File: config.mk
export PLATFORM = sky130hd
export DESIGN_NAME = freq_meter_bcd_flat
export DESIGN_NICKNAME = d
export VERILOG_FILES = /design/src/rtl/freq_meter_bcd_if.sv /design/src/rtl/freq_meter_bcd.sv /design/src/flat_wrapper.sv
export SDC_FILE = /design/constraint.sdc
export NUM_CORES = 1
export LEC_CHECK = 0
export ABC_AREA = 1
export CAP_MARGIN = 20
export CELL_PAD_IN_SITES_DETAIL_PLACEMENT = 0
export CELL_PAD_IN_SITES_GLOBAL_PLACEMENT = 1
export CORE_ASPECT_RATIO = 1.25
export CORE_MARGIN = 4
export CORE_UTILIZATION = 25
export CTS_CLUSTER_SIZE = 20
export DETAILED_ROUTE_END_ITERATION = 8
export PLACE_DENSITY_LB_ADDON = 0.1
export RECOVER_POWER = 50
export SYNTH_ARGS = -nofsm -noshare
export SYNTH_HDL_FRONTEND = slang
export SYNTH_SLANG_ARGS = --single-unit
File: constraint.sdc
create_clock -name clk_i -period 4.9 [get_ports clk_i]
set_clock_uncertainty 0.05 [all_clocks]
set_input_delay 1.225 -clock clk_i [delete_from_list [all_inputs] [get_ports clk_i]]
set_output_delay 1.225 -clock clk_i [all_outputs]
set_load 0.03 [all_outputs]
File: src/rtl/freq_meter_bcd_if.sv
// rtl/freq_meter_bcd_if.sv - measurement input and result bus of the gated frequency meter
// The master side drives the measured signal and enable; the meter (slave) returns results.
interface freq_meter_bcd_if #(
  parameter int CNT_W  = 20,
  parameter int DIGITS = 4
);
  logic                  sig_i;
  logic                  en_i;
  logic [CNT_W-1:0]      freq_bin_o;
  logic [4*DIGITS-1:0]   freq_bcd_o;
  logic                  ovf_o;
  logic                  valid_o;
  logic                  busy_o;

  modport master (
    output sig_i,
    output en_i,
    input  freq_bin_o,
    input  freq_bcd_o,
    input  ovf_o,
    input  valid_o,
    input  busy_o
  );

  modport slave (
    input  sig_i,
    input  en_i,
    output freq_bin_o,
    output freq_bcd_o,
    output ovf_o,
    output valid_o,
    output busy_o
  );
endinterface

File: src/rtl/freq_meter_bcd.sv
// rtl/freq_meter_bcd.sv - gated edge counter with binary and packed BCD result
// Counts synchronized rising edges of sig_i over GATE_CYCLES clocks, then latches the result.
module freq_meter_bcd #(
  parameter int GATE_CYCLES = 100_000_000,
  parameter int GATE_W      = 27,
  parameter int CNT_W       = 20,
  parameter int DIGITS      = 4
) (
  input  logic                  clk_i,
  input  logic                  rst_i,
  freq_meter_bcd_if.slave       bus
);

  typedef enum logic [1:0] {
    IDLE  = 2'd0,
    GATE  = 2'd1,
    LATCH = 2'd2
  } state_e;

  localparam logic [GATE_W-1:0] GATE_LAST = GATE_W'(GATE_CYCLES - 1);

  state_e                state_q, state_d;
  logic                  s1_q, s1_d;
  logic                  s2_q, s2_d;
  logic                  sp_q, sp_d;
  logic [GATE_W-1:0]     gate_q, gate_d;
  logic [CNT_W-1:0]      bin_q, bin_d;
  logic [4*DIGITS-1:0]   bcd_q, bcd_d;
  logic                  wovf_q, wovf_d;
  logic [CNT_W-1:0]      fbin_q, fbin_d;
  logic [4*DIGITS-1:0]   fbcd_q, fbcd_d;
  logic                  fovf_q, fovf_d;
  logic                  valid_q, valid_d;

  logic                  edge_w;
  logic                  bin_sat;
  logic                  bcd_sat;
  logic                  carry;
  logic [CNT_W-1:0]      bin_inc;
  logic [4*DIGITS-1:0]   bcd_inc;

  // Two-flop synchronizer plus history flop for rising-edge detection.
  always_comb begin
    s1_d   = bus.sig_i;
    s2_d   = s1_q;
    sp_d   = s2_q;
    edge_w = s2_q & ~sp_q;
  end

  // Saturating increments; the BCD digits ripple their carry within one cycle.
  always_comb begin
    bin_sat = &bin_q;
    bin_inc = bin_sat ? bin_q : bin_q + CNT_W'(1);
    bcd_sat = 1'b1;
    for (int i = 0; i < DIGITS; i++) begin
      if (bcd_q[4*i +: 4] != 4'd9) begin
        bcd_sat = 1'b0;
      end
    end
    bcd_inc = bcd_q;
    carry   = ~bcd_sat;
    for (int i = 0; i < DIGITS; i++) begin
      if (carry) begin
        if (bcd_q[4*i +: 4] == 4'd9) begin
          bcd_inc[4*i +: 4] = 4'd0;
        end else begin
          bcd_inc[4*i +: 4] = bcd_q[4*i +: 4] + 4'd1;
          carry             = 1'b0;
        end
      end
    end
  end

  always_comb begin
    state_d = state_q;
    gate_d  = gate_q;
    bin_d   = bin_q;
    bcd_d   = bcd_q;
    wovf_d  = wovf_q;
    fbin_d  = fbin_q;
    fbcd_d  = fbcd_q;
    fovf_d  = fovf_q;
    valid_d = 1'b0;
    case (state_q)
      IDLE: begin
        gate_d = '0;
        bin_d  = '0;
        bcd_d  = '0;
        wovf_d = 1'b0;
        if (bus.en_i) begin
          state_d = GATE;
        end
      end
      GATE: begin
        if (!bus.en_i) begin
          // Abort: results stay as they were, counters clear via IDLE.
          state_d = IDLE;
        end else begin
          gate_d = gate_q + GATE_W'(1);
          if (edge_w) begin
            bin_d  = bin_inc;
            bcd_d  = bcd_inc;
            wovf_d = wovf_q | bin_sat | bcd_sat;
          end
          if (gate_q == GATE_LAST) begin
            state_d = LATCH;
          end
        end
      end
      LATCH: begin
        // Edges seen here are dropped; the next window starts from zero.
        fbin_d  = bin_q;
        fbcd_d  = bcd_q;
        fovf_d  = wovf_q;
        valid_d = 1'b1;
        gate_d  = '0;
        bin_d   = '0;
        bcd_d   = '0;
        wovf_d  = 1'b0;
        state_d = bus.en_i ? GATE : IDLE;
      end
      default: begin
        state_d = IDLE;
      end
    endcase
  end

  always_ff @(posedge clk_i or negedge rst_i) begin
    if (!rst_i) begin
      state_q <= IDLE;
      s1_q    <= 1'b0;
      s2_q    <= 1'b0;
      sp_q    <= 1'b0;
      gate_q  <= '0;
      bin_q   <= '0;
      bcd_q   <= '0;
      wovf_q  <= 1'b0;
      fbin_q  <= '0;
      fbcd_q  <= '0;
      fovf_q  <= 1'b0;
      valid_q <= 1'b0;
    end else begin
      state_q <= state_d;
      s1_q    <= s1_d;
      s2_q    <= s2_d;
      sp_q    <= sp_d;
      gate_q  <= gate_d;
      bin_q   <= bin_d;
      bcd_q   <= bcd_d;
      wovf_q  <= wovf_d;
      fbin_q  <= fbin_d;
      fbcd_q  <= fbcd_d;
      fovf_q  <= fovf_d;
      valid_q <= valid_d;
    end
  end

  assign bus.freq_bin_o = fbin_q;
  assign bus.freq_bcd_o = fbcd_q;
  assign bus.ovf_o      = fovf_q;
  assign bus.valid_o    = valid_q;
  assign bus.busy_o     = (state_q == GATE);

endmodule

File: src/flat_wrapper.sv
// flat-port wrapper written by rule: the top's interface ports become plain ports
module freq_meter_bcd_flat 
#(
  parameter int GATE_CYCLES = 100_000_000,
  parameter int GATE_W      = 27,
  parameter int CNT_W       = 20,
  parameter int DIGITS      = 4
)
  (clk_i, rst_i, bus_sig_i, bus_en_i, bus_freq_bin_o, bus_freq_bcd_o, bus_ovf_o, bus_valid_o, bus_busy_o);
  freq_meter_bcd_if #(.CNT_W(CNT_W), .DIGITS(DIGITS)) bus_i ();
  input  logic clk_i;
  input  logic rst_i;
  input wire logic [$bits(bus_i.sig_i)-1:0] bus_sig_i;
  input wire logic [$bits(bus_i.en_i)-1:0] bus_en_i;
  output wire logic [$bits(bus_i.freq_bin_o)-1:0] bus_freq_bin_o;
  output wire logic [$bits(bus_i.freq_bcd_o)-1:0] bus_freq_bcd_o;
  output wire logic [$bits(bus_i.ovf_o)-1:0] bus_ovf_o;
  output wire logic [$bits(bus_i.valid_o)-1:0] bus_valid_o;
  output wire logic [$bits(bus_i.busy_o)-1:0] bus_busy_o;
  assign bus_i.sig_i = bus_sig_i;
  assign bus_i.en_i = bus_en_i;
  assign bus_freq_bin_o = bus_i.freq_bin_o;
  assign bus_freq_bcd_o = bus_i.freq_bcd_o;
  assign bus_ovf_o = bus_i.ovf_o;
  assign bus_valid_o = bus_i.valid_o;
  assign bus_busy_o = bus_i.busy_o;
  freq_meter_bcd #(.GATE_CYCLES(GATE_CYCLES), .GATE_W(GATE_W), .CNT_W(CNT_W), .DIGITS(DIGITS)) u_core (.clk_i(clk_i), .rst_i(rst_i), .bus(bus_i));
endmodule
==> key figures, run 1 <==
Clock network
  • CTS buffer count: 9
  • Post-cts resize count: 0
  • Hold-fix buffers, CTS: 0
  • CTS Root Buffer Type: clkbuf_16
  • H-Tree Depth: 3
  • TritonCTS clock tree: built
  • Setup Buffers After CTS: 0
  • Worst-path clk slew: 0.08 ns
  • CTS Sinks: 107
  • Clock Latency Late Sink: 0.36 ns
  • Clk buf depth: 2

Route
  • Starting DRT DRC Count: 227
  • Post-Route WL: 15,960 µm
  • Drc violations: 0
  • Vias per Instance: 4.468
  • Remaining antenna violation count: 0
  • WL/cell: 14.60 µm
  • First-pass DRT Iterations: 4
  • Total number of vias: 4,884

Synthesis
  • Ys Warns: 0
  • Post-synth EDFFs: 0
  • Post-synth top area share: 46.04%
  • Synth top cells by count: 233 x nand2_1, 107 x dfrtp_1, 88 x nor2_1
  • Synthesized flop and latch total: 107
  • Post-synth top flop: dfrtp_1
  • Avg Cell Area, Syn: 7.652 µm²
  • Syn_nets: 774
  • Sequential area share after synthesis: 46.04%
  • Post-synthesis cell count: 760
  • Top cells by area, synth: dfrtp_1 46%, nand2_1 15%, nor2_1 5.7%
  • Unique masters post-synth: 37
  • Synth area leader: dfrtp_1
  • Async SR Flop Fraction: 100.0%
  • Cell area after synthesis: 5816 µm²
  • Top-count cell post-synth: nand2_1

Worst setup path
  • Reg2Reg Depth: 5
  • Worst setup SP type: flip-flop
  • CP Max Fanout: 39
  • Worst EP required: 5.10 ns
  • Crit Reg-Reg Endpoint: u_core.bus.freq_bin_o[14]
  • Worst Path Buf+Inv: 3
  • Worst path max stage delay: 0.76 ns
  • CP delay by family, top: buffers and inverters
  • Kind of critical path: flip-flop to flip-flop
  • WP data arrival: 3.54 ns
  • Crit. End Element: flip-flop
  • Worst path cell trace: buf_4, nor2_1, inv_1, clkbuf_1, o21ai_0
  • Reg-to-reg startpoint: u_core.state_q[0]
  • CP max-delay cell: nor2_1
  • Reg2Reg Setup Slack: 1.56 ns

Placed design
  • GP Congestion: 0.7991
  • Dpl ws: 1.839 ns
  • I/O Buffers: 42
  • Placed inst area: 6490 µm²
  • Post-DP HPWL: 11,640 µm

Floorplanning
  • Die Area: 25,780 µm²
  • Core box area: 22,960 µm²
  • Die Ht: 178.5 µm
  • Starting Density: 25.33%
  • Die extent in x: 144.4 µm
  • I/O Pins: 43
  • Site Rows: 62

Global route
  • Initial antenna violation count: 0
  • GRT Resource Usage Total: 13.11%
  • First-pass GRT wire length: 26,650 µm
  • Largest net degree at the start of global routing: 69
  • Grt total ovfl: 0
  • Vias in the first global route: 4,994

Worst hold path
  • Worst Hold Launch: u_core.s1_q
  • Hold Path Sink: u_core.s2_q
  • Worst hold path cell count: 0
  • Worst min path class: flip-flop to flip-flop

Timing
  • Final worst slack: 1.557 ns
  • RSZ-0062 raised after global routing: false
  • Worst-margin pin slew: 1.954 ns
  • Setup TNS: 0 ns
  • Highest clock rate: 0.2991 GHz
  • Worst slew margin: -30.24%
  • Max Slew Vio Count: 69
  • Tcrit/Tclk final: 68.23%
  • Setup-failing EPs final: 0
  • Count of final hold-check violations: 0
  • Minimum clock period: 3.343 ns

Run
  • Max_cap viols: 1

Finish
  • Area Overhead vs Synth: 16.63%
  • Final core occ: 29.54%
  • # fillers: 2,518
  • ANT cells: 0
  • Final net count: 814
  • Layout cell share with drive strength beyond 1: 8.323%
  • Post-route design area: 6783 µm²

Power and ir drop
  • Overall Power: 2.353 mW
  • PwrDens: 346.9 nW/µm²
  • P_leak: 2.848 nW
  • Largest vdd supply drop: 0.2050 mV

Outcome
  • Failing checks: max-capacitance violations, max-slew violations
  • Status: complete, but fails checks
==> cells by family (layout without fill, tap and decap cells) <==
logic type               Yosys count  after routing  synth area share, %
adder cells (fa/ha/maj)           10             10                2.151
AO/OA/AOI/OAI                    103            103                10.31
flip-flops                       107            107                46.04
XOR/XNOR                          12             12                1.807
buffers and inverters            100            145                7.530
AND/OR/NAND/NOR                  428            428                32.16
==> sequential cells by signal, summed over array words and instances, names as in the netlist <==
| name | cells |
|---|---|
| u_core.s2_q | 1 |
| u_core.bus.ovf_o | 1 |
| u_core.s1_q | 1 |
| u_core.state_q | 2 |
| u_core.bin_q | 20 |
| u_core.wovf_q | 1 |
| u_core.bcd_q | 16 |
| u_core.bus.freq_bcd_o | 16 |
| u_core.bus.valid_o | 1 |
| u_core.bus.freq_bin_o | 20 |
| u_core.gate_q | 27 |
| u_core.sp_q | 1 |
==> worst max path at each step <==
stage,startpoint,end,slack (ns),cells past startpoint
2_1_floorplan,bus_en_i,u_core.gate_q[19],2.75,9
3_3_place_gp,bus_en_i,u_core.gate_q[14],1.86,6
3_5_place_dp,bus_en_i,u_core.bcd_q[6],1.84,8
4_1_cts,u_core.state_q[0],bus_busy_o,1.69,3
5_1_grt,u_core.state_q[0],u_core.bus.freq_bin_o[14],1.05,6
6_report,u_core.state_q[0],u_core.bus.freq_bin_o[14],1.56,5
==> power breakdown <==
group          total, mW  internal (mW)  leakage (nW)  switching [mW]
registers           1.03          0.949          1.47          0.0787
logic              0.549          0.146          1.23           0.403
clock network      0.776          0.406         0.149           0.370
total               2.35           1.50          2.85           0.852
==> routing by layer <==
layer | routed length [µm] | vias up | global-route usage (%)
met5 | 0 | - | 0
met4 | 172 | 0 | 3.616
met3 | 356 | 11 | 2.038
met2 | 7975 | 68 | 22.76
met1 | 7451 | 2308 | 16.80
li1 | - | 2497 | -
==> stage by stage <==
step	hold slack (ns)	cells
finish	0.3060	1093
floorplan	0.2812	760
CTS	0.3113	1092
detailed placement	0.2912	1076
global placement	0.2919	1076
global route	0.3190	1093
==> cell usage in the layout (no fill, tap or decap), types with 3 or more instances in the layout <==
cell	n
dfrtp_1	107
inv_2	5
a21oi_1	9
clkbuf_16	9
nand4_1	7
xor2_1	10
inv_1	78
nor4_1	3
ha_1	10
inv_6	3
nand2_2	15
o21ai_2	14
nand3_1	57
o21ai_1	5
clkdlybuf4s50_1	39
nor2_1	89
nor2_4	6
nor3_1	8
nand2_1	234
o21ai_0	66
==> final cells by class <==
| class | instances | area, µm² | share of cell area, % |
|---|---|---|---|
| clock buffer | 9 | 225.2 | 3.320 |
| timing repair buffer | 46 | 437.9 | 6.456 |
| clock inverter | 7 | 80.08 | 1.181 |
| sequential | 107 | 2678 | 39.48 |
| inverter | 83 | 311.5 | 4.593 |
| multi-input combinational | 553 | 2690 | 39.66 |
| tap | 288 | 360.3 | 5.313 |
==> worst reg2reg max path, cell delays in order (launching register included) <==
cell and delay, ns:
dfrtp_1 0.39, buf_4 0.27, nor2_1 0.77, inv_1 0.63, clkbuf_1 0.72, o21ai_0 0.42
Note: power is estimated with default switching activity, not from simulation.
==> run 2: changes to the inputs <==
==> constraint.sdc (replaced) <==
create_clock -name clk_i -period 3.3 [get_ports clk_i]
set_clock_uncertainty 0.05 [all_clocks]
set_input_delay 0.825 -clock clk_i [delete_from_list [all_inputs] [get_ports clk_i]]
set_output_delay 0.825 -clock clk_i [all_outputs]
set_load 0.03 [all_outputs]
==> run 2 against run 1 <==
Compared with the run above: the flow now finishes without violations; combinational power grew 46%; sequential power grew 51%; routed wire length grew 0.79%; sequential cell count is the same; utilization shrank 0.13 points; setup slack lost 0.83 ns; total power grew 46%; non-clock buffer count grew 1; die area is the same; largest power group unchanged; register-to-register slack lost 0.68 ns; global-route usage grew 0.077 points.
==> key figures, run 2 (same netlist as run 1, synthesis figures left out) <==
Finish
  • Max FFs per register: 27 (unchanged)
  • Storage cell area: 2678 µm² (unchanged)
  • Largest Register: u_core.gate_q (unchanged)
  • Layout cell share with drive strength beyond 1: 8.313% (was 8.323%)
  • Multi-input gate area: 2680 µm² (was 2690 µm²)
  • Area Overhead vs Synth: 16.14% (was 16.63%)
  • Final net count: 815 (was 814)
  • ANT cells: 0 (unchanged)
  • Post-Layout Cell Count: 1,094 (was 1,093)
  • Most common cell after layout, fill and taps aside: nand2_1 (unchanged)
  • # fillers: 2,481 (was 2,518)
  • Most frequent cells in the layout: 236 x nand2_1, 107 x dfrtp_1, 89 x nor2_1, 79 x inv_1, 66 x o21ai_0 (was 234 x nand2_1, 107 x dfrtp_1, 89 x nor2_1, 78 x inv_1, 66 x o21ai_0)

Route
  • WL/cell: 14.70 µm (was 14.60 µm)
  • WL met3: 424 µm (was 356 µm)
  • Total number of vias: 4,873 (was 4,884)
  • Post-Route WL: 16,080 µm (was 15,960 µm)
  • First-pass DRT Iterations: 4 (unchanged)
  • Starting DRT DRC Count: 244 (was 227)
  • Drc violations: 0 (unchanged)
  • Met2 wire length: 7965 µm (was 7975 µm)
  • Top routing layer used: met4 (unchanged)
  • Vias per Instance: 4.454 (was 4.468)
  • Metal1 wirelength: 7381 µm (was 7451 µm)
  • Remaining antenna violation count: 0 (unchanged)

Clock network
  • Post-cts resize count: 0 (unchanged)
  • Setup Buffers After CTS: 0 (unchanged)
  • H-Tree Depth: 3 (unchanged)
  • Worst-path clk slew: 0.08 ns (about the same)
  • Clk buf depth: 2 (unchanged)
  • CTS Sinks: 107 (unchanged)
  • Hold-fix buffers, CTS: 0 (unchanged)
  • CTS Root Buffer Type: clkbuf_16 (unchanged)
  • CTS buffer count: 9 (unchanged)
  • TritonCTS clock tree: built (unchanged)
  • Clock Latency Late Sink: 0.36 ns (about the same)

Floorplanning
  • Starting Density: 25.33% (unchanged)
  • Core box area: 22,960 µm² (unchanged)
  • Die Ht: 178.5 µm (unchanged)
  • Die extent in x: 144.4 µm (unchanged)
  • I/O Pins: 43 (unchanged)
  • Site Rows: 62 (unchanged)
  • Die Area: 25,780 µm² (unchanged)

Global route
  • Initial antenna violation count: 0 (unchanged)
  • Grt total ovfl: 0 (unchanged)
  • GRT Resource Usage Total: 13.18% (was 13.11%)
  • First-pass GRT wire length: 26,680 µm (was 26,650 µm)
  • Vias in the first global route: 4,927 (was 4,994)
  • Largest net degree at the start of global routing: 67 (was 69)

Placed design
  • I/O Buffers: 42 (unchanged)
  • GP Congestion: 0.8030 (was 0.7991)
  • Post-DP HPWL: 11,910 µm (was 11,640 µm)
  • Placed Cells: 1,078 (was 1,076)
  • Dpl ws: 0.6165 ns (was 1.839 ns)

Timing
  • Minimum clock period: 2.568 ns
  • Max Slew Vio Count: 0 (was 69)
  • Worst-margin pin slew: 1.241 ns (was 1.954 ns)
  • Setup-failing EPs final: 0 (unchanged)
  • Tcrit/Tclk final: 77.83%
  • Setup TNS: 0 ns (unchanged)
  • Count of final hold-check violations: 0 (unchanged)
  • Highest clock rate: 0.3894 GHz
  • Worst slew margin: 17.27% (was -30.24%)
  • RSZ-0062 raised after global routing: false (unchanged)
  • Hold_ws: 0.3080 ns (was 0.3060 ns)
  • Final worst slack: 0.7317 ns (was 1.557 ns)

Power and ir drop
  • PwrDens: 507.2 nW/µm² (was 346.9 nW/µm²)
  • P_leak: 2.848 nW (about the same)
  • Largest vdd supply drop: 0.2383 mV (was 0.2050 mV)

Worst setup path
  • Worst setup SP type: flip-flop (unchanged)
  • Crit. End Element: output pin (was flip-flop)
  • CP delay by family, top: flip-flops (was buffers and inverters)
  • WP data arrival: 1.69 ns (was 3.54 ns)
  • Worst EP required: 2.42 ns (was 5.10 ns)
  • Worst path max stage delay: 0.72 ns (was 0.76 ns)
  • Kind of critical path: flip-flop to output pin (was flip-flop to flip-flop)
  • Worst Path Buf+Inv: 2 (was 3)
  • CP Max Fanout: 12 (was 39)
  • Worst path cell trace: inv_1, nor2_4, buf_4 (was buf_4, nor2_1, inv_1, clkbuf_1, o21ai_0)
  • CP max-delay cell: dfrtp_1 (was nor2_1)

Run
  • Max_cap viols: 0 (was 1)

Outcome
  • Status: finished, final reports clean (was complete, but fails checks)

Worst hold path
  • Worst min path class: flip-flop to flip-flop (unchanged)
-- run 2: cell count changes in the layout (fill, tap and decap cells not counted), sizes merged --
cell           previous run  this run
inv                      87        85
clkbuf                   12        13
buf                       2         4
clkinv                    1         3
bufinv                    1         0
clkdlybuf4s50            39        38
-- run 2: final cells by class --
cell class,instances,share of cell area (%)
clock buffers,10,3.390
inverters,83,4.613
clock inverters,6,0.7410
repair buffers,47,6.595
well taps,288,5.335
flip-flops and latches,107,39.64
multi-input cells,553,39.68
-- run 2: path summary, 6_finish.rpt --
| check | start | to | slack, ns | cells past startpoint |
|---|---|---|---|---|
| hold / removal | u_core.s1_q | u_core.s2_q | 0.31 | 0 |
| hold reg to reg | u_core.s1_q | u_core.s2_q | 0.31 | 0 |
| min in group asynchronous | rst_i | u_core.bus.freq_bin_o[1] | 0.66 | 1 |
| setup reg to reg | u_core.bin_q[0] | u_core.bin_q[8] | 0.88 | 10 |
| setup / recovery | u_core.state_q[0] | bus_busy_o | 0.73 | 3 |
| max in group asynchronous | rst_i | u_core.bin_q[9] | 0.96 | 2 |
-- run 2: per-layer routing --
layer / up-vias / GRT usage [%]
li1: 2503 / -
met1: 2289 / 16.77
met2: 61 / 22.80
met3: 20 / 2.065
met4: 0 / 4.121
met5: - / 0
-- run 2: report_power, final --
group          leakage [nW]  internal [mW]  switching [mW]
Combinational          1.24          0.223           0.578
Sequential             1.47           1.41           0.147
Clock                 0.135          0.524           0.545
Total                  2.85           2.15            1.27
-- run 2: stage by stage --
step / total power, mW / area [µm²] / utilization (%)
global route: 3.677 / 6754 / 29.41
detailed placement: 2.427 / 6528 / 28.43
floorplan: 2.209 / 5816 / -
finish: 3.426 / 6754 / 29.41
CTS: 3.521 / 6807 / 29.64
global placement: 2.413 / 6528 / 28.43
==> run 3: changes to the inputs <==
==> constraint.sdc (replaced) <==
create_clock -name clk_i -period 2.5 [get_ports clk_i]
set_clock_uncertainty 0.05 [all_clocks]
set_input_delay 0.625 -clock clk_i [delete_from_list [all_inputs] [get_ports clk_i]]
set_output_delay 0.625 -clock clk_i [all_outputs]
set_load 0.03 [all_outputs]
==> run 3 against run 2 <==
Compared with the run above: the run now ends with max-capacitance violations left; clock power rose by 46%; count of clock-buffer cells in the layout fell by 1; sequential power is 30% higher; die area unchanged; largest power group unchanged; global-route usage down 0.22 points; routed wire length decreased by 0.97%; design area is 1.8% higher; via count is 0.31% lower; critical path depth fell by 2.
==> key figures, run 3 (same netlist as run 1, synthesis figures left out) <==
Outcome
  • Status: complete, but fails checks (was finished, final reports clean)
  • Failing checks: max-capacitance violations

Finish
  • Largest Register: u_core.gate_q (unchanged)
  • Layout cell share with drive strength beyond 1: 9.337% (was 8.313%)
  • Max FFs per register: 27 (unchanged)
  • Most common cell after layout, fill and taps aside: nand2_1 (unchanged)
  • Post-Layout Cell Count: 1,102 (was 1,094)
  • Area Overhead vs Synth: 18.27% (was 16.14%)
  • Final net count: 823 (was 815)
  • Most frequent cells in the layout: 235 x nand2_1, 107 x dfrtp_1, 88 x nor2_1, 78 x inv_1, 67 x o21ai_0 (was 236 x nand2_1, 107 x dfrtp_1, 89 x nor2_1, 79 x inv_1, 66 x o21ai_0)
  • ANT cells: 0 (unchanged)

Route
  • Post-Route WL: 15,930 µm (was 16,080 µm)
  • Total number of vias: 4,858 (was 4,873)
  • Vias per Instance: 4.408 (was 4.454)
  • Top routing layer used: met4 (unchanged)
  • WL met3: 283 µm (was 424 µm)
  • Starting DRT DRC Count: 280 (was 244)
  • First-pass DRT Iterations: 4 (unchanged)
  • Drc violations: 0 (unchanged)
  • WL/cell: 14.45 µm (was 14.70 µm)
  • Met2 wire length: 7943 µm (was 7965 µm)
  • Metal1 wirelength: 7423 µm (was 7381 µm)
  • Remaining antenna violation count: 0 (unchanged)

Placed design
  • GP Congestion: 0.7949 (was 0.8030)
  • Post-DP HPWL: 11,940 µm (was 11,910 µm)
  • I/O Buffers: 42 (unchanged)
  • Placed Cells: 1,086 (was 1,078)

Floorplanning
  • Die Ht: 178.5 µm (unchanged)
  • Die extent in x: 144.4 µm (unchanged)
  • Starting Density: 25.33% (unchanged)
  • Core box area: 22,960 µm² (unchanged)
  • Die Area: 25,780 µm² (unchanged)
  • I/O Pins: 43 (unchanged)
  • Site Rows: 62 (unchanged)

Timing
  • Count of final hold-check violations: 0 (unchanged)
  • Setup TNS: 0 ns (unchanged)
  • Setup-failing EPs final: 0 (unchanged)
  • Highest clock rate: 0.4637 GHz
  • Worst slew margin: 0.2036% (was 17.27%)
  • Max Slew Vio Count: 0 (unchanged)
  • RSZ-0062 raised after global routing: false (unchanged)
  • Tcrit/Tclk final: 86.27%
  • Worst-margin pin slew: 1.497 ns (was 1.241 ns)
  • Minimum clock period: 2.157 ns

Worst setup path
  • CP delay by family, top: buffers and inverters (was flip-flops)
  • Worst Path Buf+Inv: 1 (was 2)
  • Worst path max stage delay: 0.70 ns (was 0.72 ns)
  • WP data arrival: 1.48 ns (was 1.69 ns)
  • Crit. End Element: output pin (unchanged)
  • Worst setup SP type: flip-flop (unchanged)
  • Worst path cell trace: clkdlybuf4s50_1 (was inv_1, nor2_4, buf_4)
  • CP max-delay cell: clkdlybuf4s50_1 (was dfrtp_1)
  • Worst EP required: 1.82 ns (was 2.42 ns)
  • Kind of critical path: flip-flop to output pin (unchanged)
  • CP Max Fanout: 2 (was 12)

Clock network
  • Clk buf depth: 2 (unchanged)
  • CTS buffer count: 9 (unchanged)
  • Setup Buffers After CTS: 0 (unchanged)
  • Clock Latency Late Sink: 0.36 ns (about the same)
  • TritonCTS clock tree: built (unchanged)
  • Post-cts resize count: 0 (unchanged)
  • Hold-fix buffers, CTS: 0 (unchanged)
  • Worst-path clk slew: 0.08 ns (about the same)
  • H-Tree Depth: 3 (unchanged)
  • CTS Root Buffer Type: clkbuf_16 (unchanged)
  • CTS Sinks: 107 (unchanged)

Global route
  • Grt total ovfl: 0 (unchanged)
  • First-pass GRT wire length: 26,130 µm (was 26,680 µm)
  • Vias in the first global route: 4,918 (was 4,927)
  • Initial antenna violation count: 0 (unchanged)
  • GRT Resource Usage Total: 12.96% (was 13.18%)
  • Largest net degree at the start of global routing: 67 (unchanged)

Run
  • Max_cap viols: 1 (was 0)

Power and ir drop
  • PwrDens: 686.5 nW/µm² (was 507.2 nW/µm²)
  • Largest vdd supply drop: 0.3010 mV (was 0.2383 mV)
  • P_leak: 2.905 nW (was 2.848 nW)

Worst hold path
  • Worst min path class: flip-flop to flip-flop (unchanged)
[run 3: final cells by class]
| cell class | instances | area, µm² |
|---|---|---|
| clock buffer | 9 | 225.2 |
| fill | 2484 | 16080 |
| sequential | 107 | 2678 |
| inverter | 83 | 311.5 |
| tap | 288 | 360.3 |
| clock inverter | 7 | 93.84 |
| multi-input combinational | 553 | 2679 |
| timing repair buffer | 55 | 530.5 |
[run 3: path summary, 6_finish.rpt]
check,slack (ns),cells past startpoint,endpoint,startpoint
max,0.34,1,bus_freq_bin_o[14],u_core.bus.freq_bin_o[14]
max reg2reg,0.48,10,u_core.bin_q[8],u_core.bin_q[0]
min in group asynchronous,0.56,1,u_core.bus.freq_bin_o[1],rst_i
max in group asynchronous,0.87,2,u_core.bus.freq_bin_o[14],rst_i
min reg2reg,0.31,0,u_core.s2_q,u_core.s1_q
min,0.31,0,u_core.s2_q,u_core.s1_q
[run 3: report_power, final]
| group | internal (mW) | switching [mW] | leakage, nW |
|---|---|---|---|
| clock | 0.808 | 0.751 | 0.153 |
| combinational | 0.335 | 0.798 | 1.28 |
| sequential | 1.86 | 0.171 | 1.47 |
[run 3: per-stage QoR]
stage | hold WS (ns) | setup slack, ns | util, % | total power, mW | area, µm²
6_report | 0.3077 | 0.3432 | 29.95 | 4.721 | 6878
5_1_grt | 0.3274 | 0.2309 | 29.95 | 5.055 | 6878
3_5_place_dp | 0.2919 | 0.1343 | 28.69 | 3.253 | 6588
4_1_cts | 0.1196 | 0.3325 | 30.08 | 4.850 | 6907
3_3_place_gp | 0.2878 | 0.1674 | 28.69 | 3.242 | 6588
2_1_floorplan | 0.2794 | 0.8138 | - | 2.915 | 5816
[run 3: metal layers]
metal,vias to the layer above,GRT usage [%]
li1,2516,-
met1,2278,16.52
met2,49,22.41
met3,15,2.199
met4,0,3.733
met5,-,0
